## src/rtl/my_types_pkg.sv

```systemverilog
// rtl/my_types_pkg.sv - shared types for the forwarding scoreboard
package my_types_pkg;

  localparam int REG_ADDR_W  = 5;
  localparam int FWD_SEL_REG = 0;

  typedef struct packed {
    logic                  valid;
    logic [REG_ADDR_W-1:0] addr;
    logic                  is_load;
  } fwd_entry_t;

  // fwd_sel_t: width is the SELW module parameter, so selects are declared as logic [SELW-1:0]
  // at each use site instead of as a package typedef.

endpackage

```

## src/rtl/forward_scoreboard_if.sv

```systemverilog
// rtl/forward_scoreboard_if.sv - execute-side control bundle of the forwarding scoreboard
interface forward_scoreboard_if #(
  parameter int NUM_SRC = 2,
  parameter int SELW    = 2
);
  logic                          pipe_en;
  logic                          flush;
  logic                          fwd_disable;
  logic [NUM_SRC-1:0][4:0]       ex_src_addr;
  logic [NUM_SRC-1:0]            ex_src_used;
  logic                          ex_wr_en;
  logic [4:0]                    ex_wr_addr;
  logic                          ex_is_load;
  logic [NUM_SRC-1:0][SELW-1:0]  fwd_sel;
  logic                          stall;
  logic [31:0]                   stall_count;

  modport fsb (
    input  pipe_en, flush, fwd_disable, ex_src_addr, ex_src_used,
           ex_wr_en, ex_wr_addr, ex_is_load,
    output fwd_sel, stall, stall_count
  );

  modport tb (
    output pipe_en, flush, fwd_disable, ex_src_addr, ex_src_used,
           ex_wr_en, ex_wr_addr, ex_is_load,
    input  fwd_sel, stall, stall_count
  );
endinterface

```

## src/rtl/forward_scoreboard_fwd_match.sv

```systemverilog
// rtl/forward_scoreboard_fwd_match.sv - per-operand priority match over the in-flight entries
module fwd_match
  import my_types_pkg::*;
#(
  parameter int FWD_STAGES = 2,
  parameter int LOAD_STAGE = 1,
  parameter int SELW       = $clog2(FWD_STAGES + 1)
) (
  input  logic                             used,
  input  logic [REG_ADDR_W-1:0]            addr,
  input  logic                             fwd_disable,
  input  fwd_entry_t [FWD_STAGES-1:0]      entries,
  output logic [SELW-1:0]                  sel,
  output logic                             stall_req
);

  logic found;

  // Lowest index is the youngest producer; once it hits, older entries are ignored.
  always_comb begin
    sel       = SELW'(FWD_SEL_REG);
    stall_req = 1'b0;
    found     = 1'b0;
    for (int k = 0; k < FWD_STAGES; k++) begin
      if (!found && used && (addr != '0) && entries[k].valid && (entries[k].addr == addr)) begin
        found = 1'b1;
        if (fwd_disable) begin
          stall_req = 1'b1;
        end else if (entries[k].is_load && (k < LOAD_STAGE)) begin
          stall_req = 1'b1;
        end else begin
          sel = SELW'(k + 1);
        end
      end
    end
  end

endmodule

```

## src/rtl/forward_scoreboard.sv

```systemverilog
// rtl/forward_scoreboard.sv - shift-scoreboard of in-flight writes with forwarding selects and load-use stalls
module forward_scoreboard
  import my_types_pkg::*;
#(
  parameter int NUM_SRC    = 2,
  parameter int FWD_STAGES = 2,
  parameter int LOAD_STAGE = 1,
  parameter int SELW       = $clog2(FWD_STAGES + 1)
) (
  input logic                 CLK,
  input logic                 nRST,
  forward_scoreboard_if.fsb   bus
);

  fwd_entry_t [FWD_STAGES-1:0]   entries;
  logic [NUM_SRC-1:0]            stall_req;
  logic [NUM_SRC-1:0][SELW-1:0]  sel;
  logic [31:0]                   stall_count;
  logic                          stall;

  for (genvar s = 0; s < NUM_SRC; s++) begin : g_src
    fwd_match #(
      .FWD_STAGES (FWD_STAGES),
      .LOAD_STAGE (LOAD_STAGE),
      .SELW       (SELW)
    ) u_match (
      .used        (bus.ex_src_used[s]),
      .addr        (bus.ex_src_addr[s]),
      .fwd_disable (bus.fwd_disable),
      .entries     (entries),
      .sel         (sel[s]),
      .stall_req   (stall_req[s])
    );
  end

  assign stall            = |stall_req;
  assign bus.stall        = stall;
  assign bus.fwd_sel      = sel;
  assign bus.stall_count  = stall_count;

  // A stalled or flushed execute instruction enters the shift as a bubble.
  always_ff @(posedge CLK or negedge nRST) begin
    if (!nRST) begin
      entries     <= '0;
      stall_count <= '0;
    end else if (bus.pipe_en) begin
      for (int k = FWD_STAGES - 1; k > 0; k--) begin
        entries[k] <= entries[k-1];
      end
      entries[0].valid   <= bus.ex_wr_en & ~stall & ~bus.flush;
      entries[0].addr    <= bus.ex_wr_addr;
      entries[0].is_load <= bus.ex_is_load;
      if (stall && (stall_count != 32'hFFFF_FFFF)) begin
        stall_count <= stall_count + 32'd1;
      end
    end
  end

endmodule

```

## src/flat_wrapper.sv

```systemverilog
// flat-port wrapper written by rule: the top's interface ports become plain ports
module forward_scoreboard_flat import my_types_pkg::*;
#(
  parameter int NUM_SRC    = 2,
  parameter int FWD_STAGES = 2,
  parameter int LOAD_STAGE = 1,
  parameter int SELW       = $clog2(FWD_STAGES + 1)
)
  (CLK, nRST, bus_pipe_en, bus_flush, bus_fwd_disable, bus_ex_src_addr, bus_ex_src_used, bus_ex_wr_en, bus_ex_wr_addr, bus_ex_is_load, bus_fwd_sel, bus_stall, bus_stall_count);
  forward_scoreboard_if #(.NUM_SRC(NUM_SRC), .SELW(SELW)) bus_i ();
  input logic CLK;
  input logic nRST;
  input wire logic [$bits(bus_i.pipe_en)-1:0] bus_pipe_en;
  input wire logic [$bits(bus_i.flush)-1:0] bus_flush;
  input wire logic [$bits(bus_i.fwd_disable)-1:0] bus_fwd_disable;
  input wire logic [$bits(bus_i.ex_src_addr)-1:0] bus_ex_src_addr;
  input wire logic [$bits(bus_i.ex_src_used)-1:0] bus_ex_src_used;
  input wire logic [$bits(bus_i.ex_wr_en)-1:0] bus_ex_wr_en;
  input wire logic [$bits(bus_i.ex_wr_addr)-1:0] bus_ex_wr_addr;
  input wire logic [$bits(bus_i.ex_is_load)-1:0] bus_ex_is_load;
  output wire logic [$bits(bus_i.fwd_sel)-1:0] bus_fwd_sel;
  output wire logic [$bits(bus_i.stall)-1:0] bus_stall;
  output wire logic [$bits(bus_i.stall_count)-1:0] bus_stall_count;
  assign bus_i.pipe_en = bus_pipe_en;
  assign bus_i.flush = bus_flush;
  assign bus_i.fwd_disable = bus_fwd_disable;
  assign bus_i.ex_src_addr = bus_ex_src_addr;
  assign bus_i.ex_src_used = bus_ex_src_used;
  assign bus_i.ex_wr_en = bus_ex_wr_en;
  assign bus_i.ex_wr_addr = bus_ex_wr_addr;
  assign bus_i.ex_is_load = bus_ex_is_load;
  assign bus_fwd_sel = bus_i.fwd_sel;
  assign bus_stall = bus_i.stall;
  assign bus_stall_count = bus_i.stall_count;
  forward_scoreboard #(.NUM_SRC(NUM_SRC), .FWD_STAGES(FWD_STAGES), .LOAD_STAGE(LOAD_STAGE), .SELW(SELW)) u_core (.CLK(CLK), .nRST(nRST), .bus(bus_i));
endmodule
```

## config.mk

```make
export PLATFORM = sky130hd
export DESIGN_NAME = forward_scoreboard_flat
export DESIGN_NICKNAME = d
export VERILOG_FILES = /design/src/rtl/my_types_pkg.sv /design/src/rtl/forward_scoreboard_if.sv /design/src/rtl/forward_scoreboard_fwd_match.sv /design/src/rtl/forward_scoreboard.sv /design/src/flat_wrapper.sv
export SDC_FILE = /design/constraint.sdc
export NUM_CORES = 1
export LEC_CHECK = 0
export ABC_AREA = 1
export CORE_MARGIN = 2
export CORE_UTILIZATION = 47
export DETAILED_ROUTE_END_ITERATION = 7
export PLACE_DENSITY = 0.74
export SYNTH_ARGS = -nofsm -noshare
export SYNTH_HDL_FRONTEND = slang
export SYNTH_SLANG_ARGS = --single-unit
```

## constraint.sdc

```tcl
create_clock -name CLK -period 1.6 [get_ports CLK]
set_input_delay 0.32 -clock CLK [delete_from_list [all_inputs] [get_ports CLK]]
set_output_delay 0.32 -clock CLK [all_outputs]
set_load 0.05 [all_outputs]
```

==> results of run 1 <==
cells by family (layout without fill, tap and decap cells):
logic type / Yosys count / after routing
AOI/OAI and AO/OA: 16 / 16
adders and majority gates: 1 / 1
buffers and inverters: 45 / 198
xor gates and xnor gates: 30 / 30
DFF: 45 / 45
muxes: 1 / 1
and+or+nand+nor: 310 / 313
final cells by class:
cell class              count  area share (%)
multi-input cells         361            36.7
repair buffers            157            35.3
flip-flops and latches     45            21.5
inverters                  33            2.39
well taps                  77            1.82
clock buffers               6            1.56
clock inverters             2           0.710
cell usage in the layout (no fill, tap or decap), types with 6 or more instances in the layout:
cell type        instances
nand4_1                  8
nor2_1                  42
clkdlybuf4s50_1         12
dlygate4sd2_1           10
dfrtp_1                 37
dfrtp_2                  8
inv_1                   22
nand2_1                147
o21ai_0                 10
clkbuf_8                 6
nor3_1                   9
buf_4                   80
inv_2                   10
nor2_2                   8
xnor2_1                 15
nand3_1                 41
nand2_2                 37
nor2_4                   6
buf_12                  42
xor2_1                  15
report_power, final:
part	switching (W)	total (W)	internal, W	leakage [nW]
Combinational	0.000396	0.000718	0.000322	1.88
Clock	0.000433	0.000941	0.000508	0.0574
Sequential	0.0000563	0.00125	0.00119	0.591
Total	0.000885	0.00291	0.00202	2.53
what timing repair did:
item | 4_1_cts | 5_1_grt
gates cloned | 5 | 3
buffers inserted | 4 | 3
hold buffers | 1 | 0
endpoints found under the hold margin | 16 | 0
endpoints found under the setup margin | 38 | 38
resized for setup | 87 | 17
pin swaps | 17 | 21
cells in the mapped netlist, types with 2 or more instances:
cell	number
o21ai_0	11
buf_2	6
inv_1	30
nor3_1	10
nand3b_1	2
nand2_1	184
nand3_1	45
inv_2	3
nand4_1	8
dfrtp_1	45
nor2_1	54
xor2_1	15
buf_6	3
clkbuf_1	3
xnor2_1	15
a21oi_1	3
state kept, by name (all words and copies together), names as in the netlist:
register,cells
u_core.bus.stall_count,32
u_core.entries,13
stage by stage:
step                std cells  power [W]  hold WS [ps]  utilization [%]  setup TNS [ps]
detailed placement        657    0.00186           286             74.7          -22830
CTS                       675    0.00286           488             82.4           -9530
global route              681    0.00302           510             84.7          -17510
floorplan                 448    0.00155          24.4                -           -7770
global placement          657    0.00185           275             74.7          -21080
finish                    681    0.00291           477             84.7          -11570
worst paths after layout:
check | endpoint | from | slack [ps]
max | bus_fwd_sel[2] | u_core.entries[4]$_DFFE_PN0P_ | -420
max reg2reg | u_core.bus.stall_count[24]$_DFFE_PN0P_ | u_core.bus.stall_count[0]$_DFFE_PN0P_ | -320
min in group CLK | u_core.entries[0]$_DFFE_PN0P_ | u_core.entries[0]$_DFFE_PN0P_ | 520
min | u_core.bus.stall_count[13]$_DFFE_PN0P_ | nRST | 480
max in group asynchronous | u_core.bus.stall_count[1]$_DFFE_PN0P_ | nRST | 600
min reg2reg | u_core.entries[0]$_DFFE_PN0P_ | u_core.entries[0]$_DFFE_PN0P_ | 520
routing by layer:
layer / up-vias / global-route usage [%] / share of wire [%]
met5: - / 0 / 0
met4: 0 / 13.9 / 4.9
li1: 1730 / - / -
met3: 53 / 7.02 / 7.0
met1: 1765 / 40.5 / 39
met2: 185 / 57.2 / 49
worst register-to-register path, cell delays in order, from the launching register on:
cell and delay, ps:
dfrtp_2 400, ha_4 170, nand3_4 80, buf_4 170
inv_1 50, nand2_1 60, nor3_1 370, buf_4 190
xor2_1 180, nand3_1 110, nand2_1 70
==> impl_results.rst, run 1 <==
.. list-table::
   :header-rows: 1

   * - Metric
     - Value
   * - Maximum clock frequency
     - about 500 MHz
   * - Mean area per synthesized cell
     - ~6.7 µm²
   * - Largest cells by area after synthesis
     - dfrtp_1 (38%), nand2_1 (23%), nand3_1 (7.5%), nor2_1 (6.8%), xnor2_1 (4.4%)
   * - Main combinational cell family by area after synthesis
     - simple AND/OR/NAND/NOR gates
   * - Setup clock skew after layout
     - about 9.6 ps
   * - Final setup vio count
     - 38
   * - Cell Chain, Critical Path
     - inv_2 > nand2_1 > nand2_1 > nor2_2 > nand2_1 > nand3b_1 > buf_4 > nor2_4 > buf_12
   * - Number of clock buffers inserted by TritonCTS
     - 5
   * - Required time at the endpoint of the critical path
     - about 1300 ps
   * - Area taken by multi-input logic gates
     - 1940 µm²
   * - Die extent in y
     - ~84 µm
   * - Clock-pin slew reported for the worst setup and hold paths after clock tree synthesis
     - around 90 ps
   * - Total Routed Length
     - ~12000 µm
   * - Sort of element at the start of the critical path
     - flop
   * - Overall global routing resource usage
     - 33.3%
   * - Number of nets in the finished design
     - around 630
   * - Multiplexer fraction of the synthesized cell area
     - 0.377%
   * - Total nets after synthesis
     - 473
   * - DP Worst Slack
     - -648 ps
   * - Final antenna-violating net count
     - 0
   * - Placeable core region
     - around 6200 µm²
   * - Main synth FF type
     - dfrtp_1
   * - Number of synthesis warnings
     - 0
   * - Top fanout value on the critical path
     - 4
   * - Final slew viol count
     - 0
   * - Total cell area at the placement stage
     - about 4700 µm²
   * - Total area of sequential cells
     - 1140 µm²
   * - CP top delay family
     - simple AND/OR/NAND/NOR gates
   * - Top cell type's share of synthesized area
     - 37.7%
   * - Actual transition at the worst max-transition pin
     - 457 ps
   * - Clock latency on the worst-skew pair
     - ~320 ps
   * - TritonCTS clock tree
     - done
   * - Initial antenna violation count
     - 0
   * - Number of H-tree levels
     - 2
   * - Headroom to the max-slew limit
     - 69.5%
   * - Layout Cell Area excl Fill
     - roughly 5300 µm²
   * - Cell taking the most area after synthesis
     - dfrtp_1
   * - Starting density of the core
     - a little under half
   * - Worst path most repeated cell
     - nand2_1
   * - Setup slack of the critical path after layout
     - -419 ps
   * - Antenna Diode Count
     - 0
   * - Synthesized-area fraction occupied by ao, oa, aoi and oai cells
     - 2.72%
   * - Final weighted congestion in routability-driven placement
     - about 0.97
   * - Failing checks
     - negative setup slack
   * - Cell at the root of the clock tree
     - clkbuf_8
   * - Cell depth of the worst flop-to-flop path
     - 10
   * - Wire length of the first global-routing pass
     - ~18000 µm
   * - Unrepaired setup endpoints after global routing
     - yes
   * - Logic depth of the worst setup path including buffers
     - 9
   * - Number of standard cells after synthesis
     - 448
   * - Leftover overflow at the end of global routing
     - 0
   * - Number of distinct library cells after synthesis
     - 27
   * - Io pins
     - between 60 and 70
   * - Count of final hold-check violations
     - 0
   * - VDD IR max
     - ~0.62 mV
   * - Number of global-route vias before repair
     - about 3800
   * - Largest net degree at the start of global routing
     - 30
   * - Result of the run
     - finished with violations
   * - IO Port Bufs
     - 60
   * - Crit share post-route
     - 126%
   * - X dimension of the die
     - about 84 µm
   * - Lkg Pwr
     - ~2.5 nW
   * - Via total after detailed routing
     - 3733
   * - CP Capture Type
     - output pin
   * - Site row count
     - 29
   * - Critical path class
     - flop to output pin
   * - Share of cells above drive strength 1
     - around 38%
   * - First-pass iteration count of the detailed router
     - 6
   * - Fill count
     - between 300 and 400
   * - Post-synthesis adder-cell area fraction
     - 0.419%
   * - Proportion of register bits with asynchronous set or reset after synthesis
     - between 90% and 100%
   * - Detailed placer's ending HPWL
     - 7790 µm
   * - Xor/xnor cell area share of the yosys netlist
     - under 10%
   * - Wire length per cell after detailed routing
     - around 17 µm
   * - Area of the mapped netlist
     - ~3000 µm²
   * - Proportion of synthesized chip area in sequential cells
     - 37.7%
   * - Pwr per Cell Area
     - approximately 550 nW/µm²
   * - Total Die Area
     - between 7000 and 8000 µm²
   * - Number of synthesized flops with an enable pin
     - 0
   * - Slowest stage cell on the critical path
     - dfrtp_1
   * - Largest incremental delay on the critical path
     - ~440 ps
   * - Max-cap viol count
     - 0
   * - Critical path arrival
     - 1700 ps
   * - #FFs+latches synth
     - 45
   * - Hold Path Class
     - primary input to async pin
   * - DRC violation count after routing
     - 0
   * - Final critical path time including I/O delays and setup
     - a little over 2000 ps
   * - Longest Clk Path Bufs
     - 2
   * - # clock sinks
     - 45
   * - Count of buffering cells on the critical path with inverters included
     - 3
   * - Number of violations reported at the end of detailed-routing iteration 0
     - about 270
   * - Routed via count divided by cell count
     - roughly 5.5
   * - Post-Synth Simple-Gate Area
     - between 40 and 50%
   * - Synth-to-layout area growth
     - 77.2%
(Power assumes the default switching activity.)
==> run 2: changes to the inputs <==
==> constraint.sdc (replaced) <==
create_clock -name CLK -period 1.6 [get_ports CLK]
set_input_delay 0.32 -clock CLK [delete_from_list [all_inputs] [get_ports CLK]]
set_output_delay 0.32 -clock CLK [all_outputs]
set_load 0.005 [all_outputs]
==> run 2 against run 1 <==
  * The run still ends with negative setup slack left
  * Sequential cell count unchanged
  * Largest cell class unchanged
  * Cell count increased by 2.3%
  * Final area is 9.4% lower
  * Total power is 12% lower
  * Highest routed layer unchanged
  * Hold slack improved by 8.9 ps
  * Critical endpoint is now bus_stall
==> impl_results.rst, run 2 (synthesis results as in run 1) <==
.. list-table::
   :header-rows: 1

   * - Metric
     - Value
   * - Result of the run
     - finished with violations (unchanged)
   * - Failing checks
     - negative setup slack (unchanged)
   * - Total Routed Length
     - 10300 µm (was 11900 µm)
   * - # clock sinks
     - 45 (unchanged)
   * - Non-filler instance count after layout
     - 697 (was 681)
   * - Clock-pin slew reported for the worst setup and hold paths after clock tree synthesis
     - 100 ps (was 90 ps)
   * - Site row count
     - 29 (unchanged)
   * - Register ranked first by flip-flop count
     - u_core.bus.stall_count (unchanged)
   * - Fill count
     - 465 (was 375)
   * - Unrepaired setup endpoints after global routing
     - yes (unchanged)
   * - Final setup vio count
     - 38 (unchanged)
   * - Longest Clk Path Bufs
     - 2 (unchanged)
   * - Share of power burned in the clock network
     - 30.5% (was 32.4%)
   * - Max-cap viol count
     - 0 (unchanged)
   * - Headroom to the max-slew limit
     - 70.5% (was 69.5%)
   * - Placeable core region
     - 6240 µm² (unchanged)
   * - Pwr per Cell Area
     - 535 nW/µm² (was 550 nW/µm²)
   * - Antenna Diode Count
     - 0 (unchanged)
   * - Leading cell types in the layout, fill and taps excluded
     - nand2_1 (179), buf_4 (89), nand3_1 (44) (was nand2_1 (147), buf_4 (80), nor2_1 (42), buf_12 (42), nand3_1 (41))
   * - Routed via count divided by cell count
     - 5.26 (was 5.48)
   * - Worst Hold Slack
     - 486 ps (was 477 ps)
   * - Leftover overflow at the end of global routing
     - 0 (unchanged)
   * - Sort of element at the start of the critical path
     - flop (unchanged)
   * - Overall global routing resource usage
     - 28.2% (was 33.3%)
   * - Largest regs
     - u_core.bus.stall_count: 32 flops, u_core.entries: 13 flops (unchanged)
   * - Hold Path Class
     - primary input to async pin (unchanged)
   * - Setup clock skew after layout
     - 7.61 ps (was 9.56 ps)
   * - Maximum clock frequency
     - 503 MHz (was 495 MHz)
   * - X dimension of the die
     - 83.7 µm (unchanged)
   * - TritonCTS clock tree
     - done (unchanged)
   * - Actual transition at the worst max-transition pin
     - 442 ps (was 457 ps)
   * - Synth-to-layout area growth
     - 60.5% (was 77.2%)
   * - Share of total power consumed by net switching
     - 29.7% (was 30.4%)
   * - Switching power of the nets
     - 0.000761 W (was 0.000885 W)
   * - Via total after detailed routing
     - 3664 (was 3733)
   * - Die extent in y
     - 83.7 µm (unchanged)
   * - Initial antenna violation count
     - 0 (unchanged)
   * - VDD IR max
     - 0.458 mV (was 0.619 mV)
   * - Final antenna-violating net count
     - 0 (unchanged)
   * - Critical path arrival
     - 1670 ps (was 1700 ps)
   * - Share of cells above drive strength 1
     - 28.1% (was 37.9%)
   * - Wire length of the first global-routing pass
     - 16100 µm (was 18500 µm)
   * - Number of nets in the finished design
     - 644 (was 628)
   * - Cell at the root of the clock tree
     - clkbuf_8 (unchanged)
   * - Critical path class
     - flop to output pin (unchanged)
   * - Sequential share of power
     - 48.8% (was 42.9%)
   * - First-pass iteration count of the detailed router
     - 5 (was 6)
   * - Total Die Area
     - 7010 µm² (unchanged)
   * - Clock latency on the worst-skew pair
     - 310 ps (was 320 ps)
   * - Wire length per cell after detailed routing
     - 14.8 µm (was 17.5 µm)
   * - Setup slack of the critical path after layout
     - -389 ps (was -419 ps)
   * - Number of H-tree levels
     - 2 (unchanged)
   * - Cell count after placement
     - 653 (was 657)
   * - Count of final hold-check violations
     - 0 (unchanged)
   * - Final slew viol count
     - 0 (unchanged)
   * - Starting density of the core
     - 47.8% (unchanged)
   * - Io pins
     - 61 (unchanged)
   * - Most common library cell in the layout ignoring fill and taps
     - nand2_1 (unchanged)
   * - Fraction of power consumed by combinational cells
     - 20.7% (was 24.7%)
   * - Internal portion of total power
     - 0.00180 W (was 0.00202 W)
   * - Final Power
     - 0.00256 W (was 0.00291 W)
   * - CP Capture Type
     - output pin (unchanged)
   * - Final critical path time including I/O delays and setup
     - 1990 ps (was 2020 ps)
   * - Required time at the endpoint of the critical path
     - 1280 ps (about the same)
   * - DRC violation count after routing
     - 0 (unchanged)
   * - Lkg Pwr
     - 2.65 nW (was 2.53 nW)
   * - Cell depth of the worst flop-to-flop path
     - 15 (was 10)
   * - Top fanout value on the critical path
     - 4 (unchanged)
   * - Flip-flop count of the largest register, all copies and words added
     - 32 (unchanged)
   * - Number of clock buffers inserted by TritonCTS
     - 5 (unchanged)
   * - Largest net degree at the start of global routing
     - 30 (unchanged)
   * - Detailed placer's ending HPWL
     - 6880 µm (was 7790 µm)
   * - Number of violations reported at the end of detailed-routing iteration 0
     - 346 (was 266)
   * - Crit share post-route
     - 124% (was 126%)
   * - Setup total negative slack
     - -12820 ps (was -11570 ps)
   * - Final weighted congestion in routability-driven placement
     - 0.972 (was 0.971)
   * - IO Port Bufs
     - 60 (unchanged)
   * - Number of global-route vias before repair
     - 3375 (was 3761)
## run 2: cell type report
class                      count  area (µm²)  area share, %
inverter                      33         124           2.59
sequential                    45        1130           23.6
multi-input combinational    358        1760           36.7
clock buffer                   6        82.6           1.72
tap                           77        96.3           2.01
timing repair buffer         176        1580           33.0
clock inverter                 2        13.8          0.287
## run 2: per-layer routing
| layer | part of all wire [%] | vias up | global-route usage (%) |
|---|---|---|---|
| met1 | 41 | 1666 | 37.7 |
| met2 | 48 | 208 | 46.5 |
| met3 | 7.8 | 34 | 4.65 |
| met5 | 0 | - | 0 |
| li1 | - | 1756 | - |
| met4 | 3.3 | 0 | 9.82 |
## run 2: worst paths after layout
check                                         startpoint                                endpoint  slack, ps
setup / recovery           u_core.entries[3]$_DFFE_PN0P_                               bus_stall       -390
hold / removal                                      nRST  u_core.bus.stall_count[13]$_DFFE_PN0P_        490
setup reg to reg           u_core.entries[4]$_DFFE_PN0P_  u_core.bus.stall_count[25]$_DFFE_PN0P_       -370
hold reg to reg            u_core.entries[0]$_DFFE_PN0P_           u_core.entries[0]$_DFFE_PN0P_        520
max in group asynchronous                           nRST  u_core.bus.stall_count[29]$_DFFE_PN0P_        590
min in group CLK           u_core.entries[0]$_DFFE_PN0P_           u_core.entries[0]$_DFFE_PN0P_        520
## run 2: worst max-delay path: stages, from the launching register on
cell and delay (ps):
dfrtp_1 420, inv_2 90, buf_4 110, o21ai_2 50, nor2_2 150, nand3_1 110, nand3_2 110, nand2_1 50
nand2_1 60, nand2_2 80, buf_2 130
## run 2: power groups by stage
stage | Combinational (W) | Clock (W) | Sequential, W
finish | 0.000532 | 0.000782 | 0.00125
global route | 0.000587 | 0.000836 | 0.00126
CTS | 0.000488 | 0.000781 | 0.00125
detailed placement | 0.000457 | 0 | 0.00127
global placement | 0.000453 | 0 | 0.00127
floorplan | 0.000203 | 0 | 0.00127
## run 2: timing repair
action | in CTS | in global routing
hold buffers | 1 | 0
resized for setup | 89 | 27
endpoints found under the setup margin | 64 | 46
buffers inserted | 23 | 10
pin swaps | 13 | 10
cloned | 0 | 3
hold endpoints to repair | 16 | 0
## run 2: metrics by stage
stage	instance area, µm²	setup WS (ps)	util, %
after floorplan	3010	-29.7	-
after global placement	4280	-835	68.5
after detailed placement	4280	-840	68.5
after CTS	4590	-313	73.5
after global routing	4790	-514	76.8
final	4790	-389	76.8
==> run 3: changes to the inputs <==
--- a/config.mk
+++ b/config.mk
@@ -10,6 +10,7 @@
 export CORE_UTILIZATION = 47
 export DETAILED_ROUTE_END_ITERATION = 7
 export PLACE_DENSITY = 0.74
+export RECOVER_POWER = 100
 export SYNTH_ARGS = -nofsm -noshare
 export SYNTH_HDL_FRONTEND = slang
 export SYNTH_SLANG_ARGS = --single-unit
==> run 3 against run 2 <==
  * The run still ends with negative setup slack left
  * Critical path depth unchanged
  * Combinational power down 3%
  * Final area down 2.9%
  * Largest power group unchanged
==> impl_results.rst, run 3 (synthesis results as in run 1) <==
.. list-table::
   :header-rows: 1

   * - Metric
     - Value
   * - IO Port Bufs
     - 60 (unchanged)
   * - Synth-to-layout area growth
     - 55.9% (was 60.5%)
   * - Register ranked first by flip-flop count
     - u_core.bus.stall_count (unchanged)
   * - Initial antenna violation count
     - 0 (unchanged)
   * - Number of clock buffers inserted by TritonCTS
     - 5 (unchanged)
   * - Clock-pin slew reported for the worst setup and hold paths after clock tree synthesis
     - 100 ps (about the same)
   * - DP Worst Slack
     - -840 ps (unchanged)
   * - Final weighted congestion in routability-driven placement
     - 0.972 (unchanged)
   * - Hold Path Class
     - primary input to async pin (unchanged)
   * - Antenna Diode Count
     - 0 (unchanged)
   * - Final antenna-violating net count
     - 0 (unchanged)
   * - Post-route core utilization
     - 74.6% (was 76.8%)
   * - Share of cells above drive strength 1
     - 25.0% (was 28.1%)
   * - Setup total negative slack
     - -12800 ps (was -12820 ps)
   * - Routed via count divided by cell count
     - 5.26 (about the same)
   * - Max-cap viol count
     - 0 (unchanged)
   * - Count of final hold-check violations
     - 0 (unchanged)
   * - Total cell area at the placement stage
     - 4280 µm² (unchanged)
   * - Number of violations reported at the end of detailed-routing iteration 0
     - 363 (was 346)
   * - Highest routing layer actually used
     - met4 (unchanged)
   * - Crit share post-route
     - 124% (about the same)
   * - Result of the run
     - finished with violations (unchanged)
   * - Final critical path time including I/O delays and setup
     - 1980 ps (was 1990 ps)
   * - Site row count
     - 29 (unchanged)
   * - Top fanout value on the critical path
     - 4 (unchanged)
   * - Critical path arrival
     - 1660 ps (was 1670 ps)
   * - Setup slack of the critical path after layout
     - -383 ps (was -389 ps)
   * - # clock sinks
     - 45 (unchanged)
   * - VDD IR max
     - 0.427 mV (was 0.458 mV)
   * - Maximum clock frequency
     - 504 MHz (was 503 MHz)
   * - Number of global-route vias before repair
     - 3375 (unchanged)
   * - Total Die Area
     - 7010 µm² (unchanged)
   * - Final setup vio count
     - 38 (unchanged)
   * - Io pins
     - 61 (unchanged)
   * - Failing checks
     - negative setup slack (unchanged)
   * - Total met2 wirelength after detailed routing
     - 4960 µm (was 4920 µm)
   * - Detailed placer's ending HPWL
     - 6880 µm (unchanged)
   * - Critical path class
     - flop to output pin (unchanged)
   * - Final slew viol count
     - 0 (unchanged)
   * - Most common library cell in the layout ignoring fill and taps
     - nand2_1 (unchanged)
   * - Number of nets in the finished design
     - 644 (unchanged)
   * - Via total after detailed routing
     - 3663 (was 3664)
   * - Cell at the root of the clock tree
     - clkbuf_8 (unchanged)
   * - Metal-1 WL
     - 4360 µm (was 4270 µm)
   * - Largest net degree at the start of global routing
     - 30 (unchanged)
   * - Clock latency on the worst-skew pair
     - 310 ps (about the same)
   * - Longest Clk Path Bufs
     - 2 (unchanged)
   * - Total Routed Length
     - 10400 µm (was 10300 µm)
   * - Pwr per Cell Area
     - 547 nW/µm² (was 535 nW/µm²)
   * - Lkg Pwr
     - 2.49 nW (was 2.65 nW)
   * - X dimension of the die
     - 83.7 µm (unchanged)
   * - TritonCTS clock tree
     - done (unchanged)
   * - Largest regs
     - u_core.bus.stall_count: 32 flops, u_core.entries: 13 flops (unchanged)
   * - DRC violation count after routing
     - 0 (unchanged)
   * - Starting density of the core
     - 47.8% (unchanged)
   * - Sort of element at the start of the critical path
     - flop (unchanged)
   * - Required time at the endpoint of the critical path
     - 1280 ps (about the same)
   * - Wire length per cell after detailed routing
     - 14.9 µm (was 14.8 µm)
   * - Leading cell types in the layout, fill and taps excluded
     - nand2_1 (179), buf_4 (75), nand3_1 (44) (was nand2_1 (179), buf_4 (89), nand3_1 (44))
   * - Leftover overflow at the end of global routing
     - 0 (unchanged)
   * - Met3 WL
     - 728 µm (was 801 µm)
   * - Unrepaired setup endpoints after global routing
     - yes (unchanged)
   * - Actual transition at the worst max-transition pin
     - 456 ps (was 442 ps)
   * - Setup clock skew after layout
     - 8.71 ps (was 7.61 ps)
   * - Placeable core region
     - 6240 µm² (unchanged)
   * - Number of H-tree levels
     - 2 (unchanged)
   * - Overall global routing resource usage
     - 28.2% (unchanged)
   * - Headroom to the max-slew limit
     - 69.6% (was 70.5%)
   * - CP Capture Type
     - output pin (unchanged)
   * - Die extent in y
     - 83.7 µm (unchanged)
   * - Flip-flop count of the largest register, all copies and words added
     - 32 (unchanged)
   * - Wire length of the first global-routing pass
     - 16100 µm (unchanged)
   * - First-pass iteration count of the detailed router
     - 5 (unchanged)
   * - Layout Cell Area excl Fill
     - 4650 µm² (was 4790 µm²)
==> run 3: per-stage QoR <==
step / power, W / hold WS, ps / instances
finish: 0.00255 / 488 / 697
global route: 0.00266 / 528 / 697
CTS: 0.00252 / 513 / 685
detailed placement: 0.00173 / 294 / 653
global placement: 0.00172 / 282 / 653
floorplan: 0.00147 / 24.4 / 448
==> run 3: path summary, 6_finish.rpt <==
kind	start	slack, ps	end	depth (start not counted)
max	u_core.entries[3]$_DFFE_PN0P_	-380	bus_stall	10
min	nRST	490	u_core.bus.stall_count[13]$_DFFE_PN0P_	2
max reg2reg	u_core.entries[4]$_DFFE_PN0P_	-370	u_core.bus.stall_count[25]$_DFFE_PN0P_	15
min reg2reg	u_core.entries[0]$_DFFE_PN0P_	520	u_core.entries[0]$_DFFE_PN0P_	1
max in group asynchronous	nRST	260	u_core.bus.stall_count[29]$_DFFE_PN0P_	3
min in group CLK	u_core.entries[0]$_DFFE_PN0P_	520	u_core.entries[0]$_DFFE_PN0P_	1
==> run 3: final cells by class <==
class	count	area, µm²
clock buffers	6	82.6
clock inverters	2	13.8
well taps	77	96.3
inverters	33	124
repair buffers	176	1450
multi-input cells	358	1760
fillers	492	1590
flip-flops and latches	45	1130
==> run 3: worst max-delay path: stages, from the launching register on <==
cell and delay (ps):
dfrtp_1 420, inv_2 90, buf_4 110, o21ai_2 50, nor2_2 150, nand3_1 110, nand3_2 110, nand2_1 50
nand2_1 60, nand2_2 80, buf_2 130
==> run 3: what timing repair did <==
item                                    CTS  global route
endpoints found under the hold margin    16             0
gates resized for setup                  89            27
hold buffers                              1             0
buffers inserted                         23            10
cloned                                    0             3
pin swaps                                13            10
endpoints found under the setup margin   64            46
==> run 3: metal layers <==
layer  global-route usage (%)  vias up
li1                         -     1753
met1                     37.7     1704
met2                     46.5      174
met3                     4.65       32
met4                     9.82        0
met5                        0        -
==> run 3: power by group <==
| group | internal, W | switching, W |
|---|---|---|
| clock network | 0.000351 | 0.000432 |
| logic | 0.000244 | 0.000270 |
| registers | 0.00119 | 0.0000582 |
==> RTL edit, RTL diff (settings of run 2) <==
Change the package constant `FWD_SEL_REG` from 0 to 1.
--- a/src/rtl/my_types_pkg.sv
+++ b/src/rtl/my_types_pkg.sv
@@ -4,3 +4,3 @@
   localparam int REG_ADDR_W  = 5;
-  localparam int FWD_SEL_REG = 0;
+  localparam int FWD_SEL_REG = 1;
 
Check against the original RTL: not equivalent (Yosys sat finds a counterexample within 4 cycles, from zero or initial values and one cycle with nRST low).
==> RTL edit against run 2 <==
The flow still finishes with violations (negative setup slack). Power is 3.5% higher. Design area is 6.0% higher. Worst setup slack worse by 170 ps. Wire length is 13% higher. Sequential cell count stayed put. Area after synthesis is 3.2% higher. Via count is 7.7% higher. Critical path type unchanged. Critical endpoint unchanged. Highest routed layer unchanged.
==> RTL edit: results (changes against run 2) <==
status complete, but fails checks; failing checks negative setup slack; Iteration-0 DRC Markers 384 (+11%); Cell variety after synth 26 (-3.7%); skew final 7.84 ps (+0.230 ps); Gate power share 20.3% (-0.4 points); met2 Track Usage GR 44.7% (-1.8 points); switching share of power 28.1% (-1.6 points); syn_area_per_cell 6.71 µm² (+0.75%); Pleak 2.72 nW (+2.9%); multiplexer share of the synthesized area 0.365% (-0.012 points); Pre-antenna DRT Iters 6 (+1); CP peak stage delay 450 ps (+30 ps); GRT Util Overall 28.6% (+0.30 points); vias in the first global route 3441 (+2.0%); vias per cell 5.65 (+7.5%); largest net degree at the start of global routing 34 (+13%); compound-cell area share of the yosys netlist 3.25% (+0.52 points); Post-Synth Adder-Cell Area 0.406% (-0.013 points); setup tns final -16770 ps (-3950 ps); share of post-route cells with drive strength above 1 34.0% (+5.9 points); Syn Nets 484 (+2.3%); Filler cells 426 (-8.4%); WL per Instance 16.8 µm (+13%); Logic power comb 0.540 mW (+2%); Final setup viols 38 (unchanged); Final WS setup -554 ps (-165 ps); via count 3946 (+7.7%); dpl ws -866 ps (-25.9 ps); post-CTS setup buffer count 29 (+26%); Tightest Pin Transition 393 ps (-49.0 ps); Final #Nets 645 (+0.16%); hpwl dp 7260 µm (+5.6%); post_cts resized 87 (-2.2%); gp weighted congestion 0.960 (-1.2%); post-synthesis xor/xnor area fraction 8.24% (-0.56 points); VDD IR-drop max 0.464 mV (+1.2%); first-pass GRT wire length 16500 µm (+2.9%); total CTS buffers 5 (unchanged); Seq pwr share 46.5% (-2.3 points); top cells by count, synth nand2_1 (178), nor2_1 (52), dfrtp_1 (45); WL met3 1080 µm (+35%); Synth area leaders dfrtp_1 (37%), nand2_1 (22%), nand4_1 (7.7%), xor2_1 (6.5%), nor2_1 (6.3%); Placement Cell Area 4220 µm² (-1.3%); placed cell count 642 (-1.7%)
[RTL edit: cell types whose count changed after synthesis, sizes merged, moves of 2 or more]
cell    change
a21oi       +2
clkbuf      +3
inv        +10
nand2       -7
nand3      -27
nand4      +31
nor2        -3
o21ai       +3
xnor2       -9
xor2        +8
[RTL edit: worst max-delay path: cells and delay by family, from the launching register on]
family | cells | cell delay [ps]
simple gates | 9 | 660
flops | 1 | 450
buf+inv | 4 | 400
[RTL edit: final cells by class]
| cell class | count | area (µm²) | area share [%] |
|---|---|---|---|
| Clock buffer | 5 | 68.8 | 1.35 |
| Tap cell | 77 | 96.3 | 1.90 |
| Sequential cell | 45 | 1130 | 22.3 |
| Timing Repair Buffer | 169 | 1610 | 31.6 |
| Inverter | 43 | 161 | 3.18 |
| Multi-Input combinational cell | 356 | 1970 | 38.7 |
| Clock inverter | 3 | 46.3 | 0.911 |
[RTL edit: path summary, 6_finish.rpt]
path | cells after the start | endpoint | startpoint | slack, ps
hold reg to reg | 2 | u_core.entries[13]$_DFFE_PN0P_ | u_core.entries[6]$_DFFE_PN0P_ | 520
min in group CLK | 2 | u_core.entries[13]$_DFFE_PN0P_ | u_core.entries[6]$_DFFE_PN0P_ | 520
max in group asynchronous | 3 | u_core.bus.stall_count[20]$_DFFE_PN0P_ | nRST | 630
setup reg to reg | 15 | u_core.bus.stall_count[0]$_DFFE_PN0P_ | u_core.entries[5]$_DFFE_PN0P_ | -470
hold / removal | 2 | u_core.bus.stall_count[8]$_DFFE_PN0P_ | nRST | 460
setup / recovery | 13 | bus_stall | u_core.entries[5]$_DFFE_PN0P_ | -550
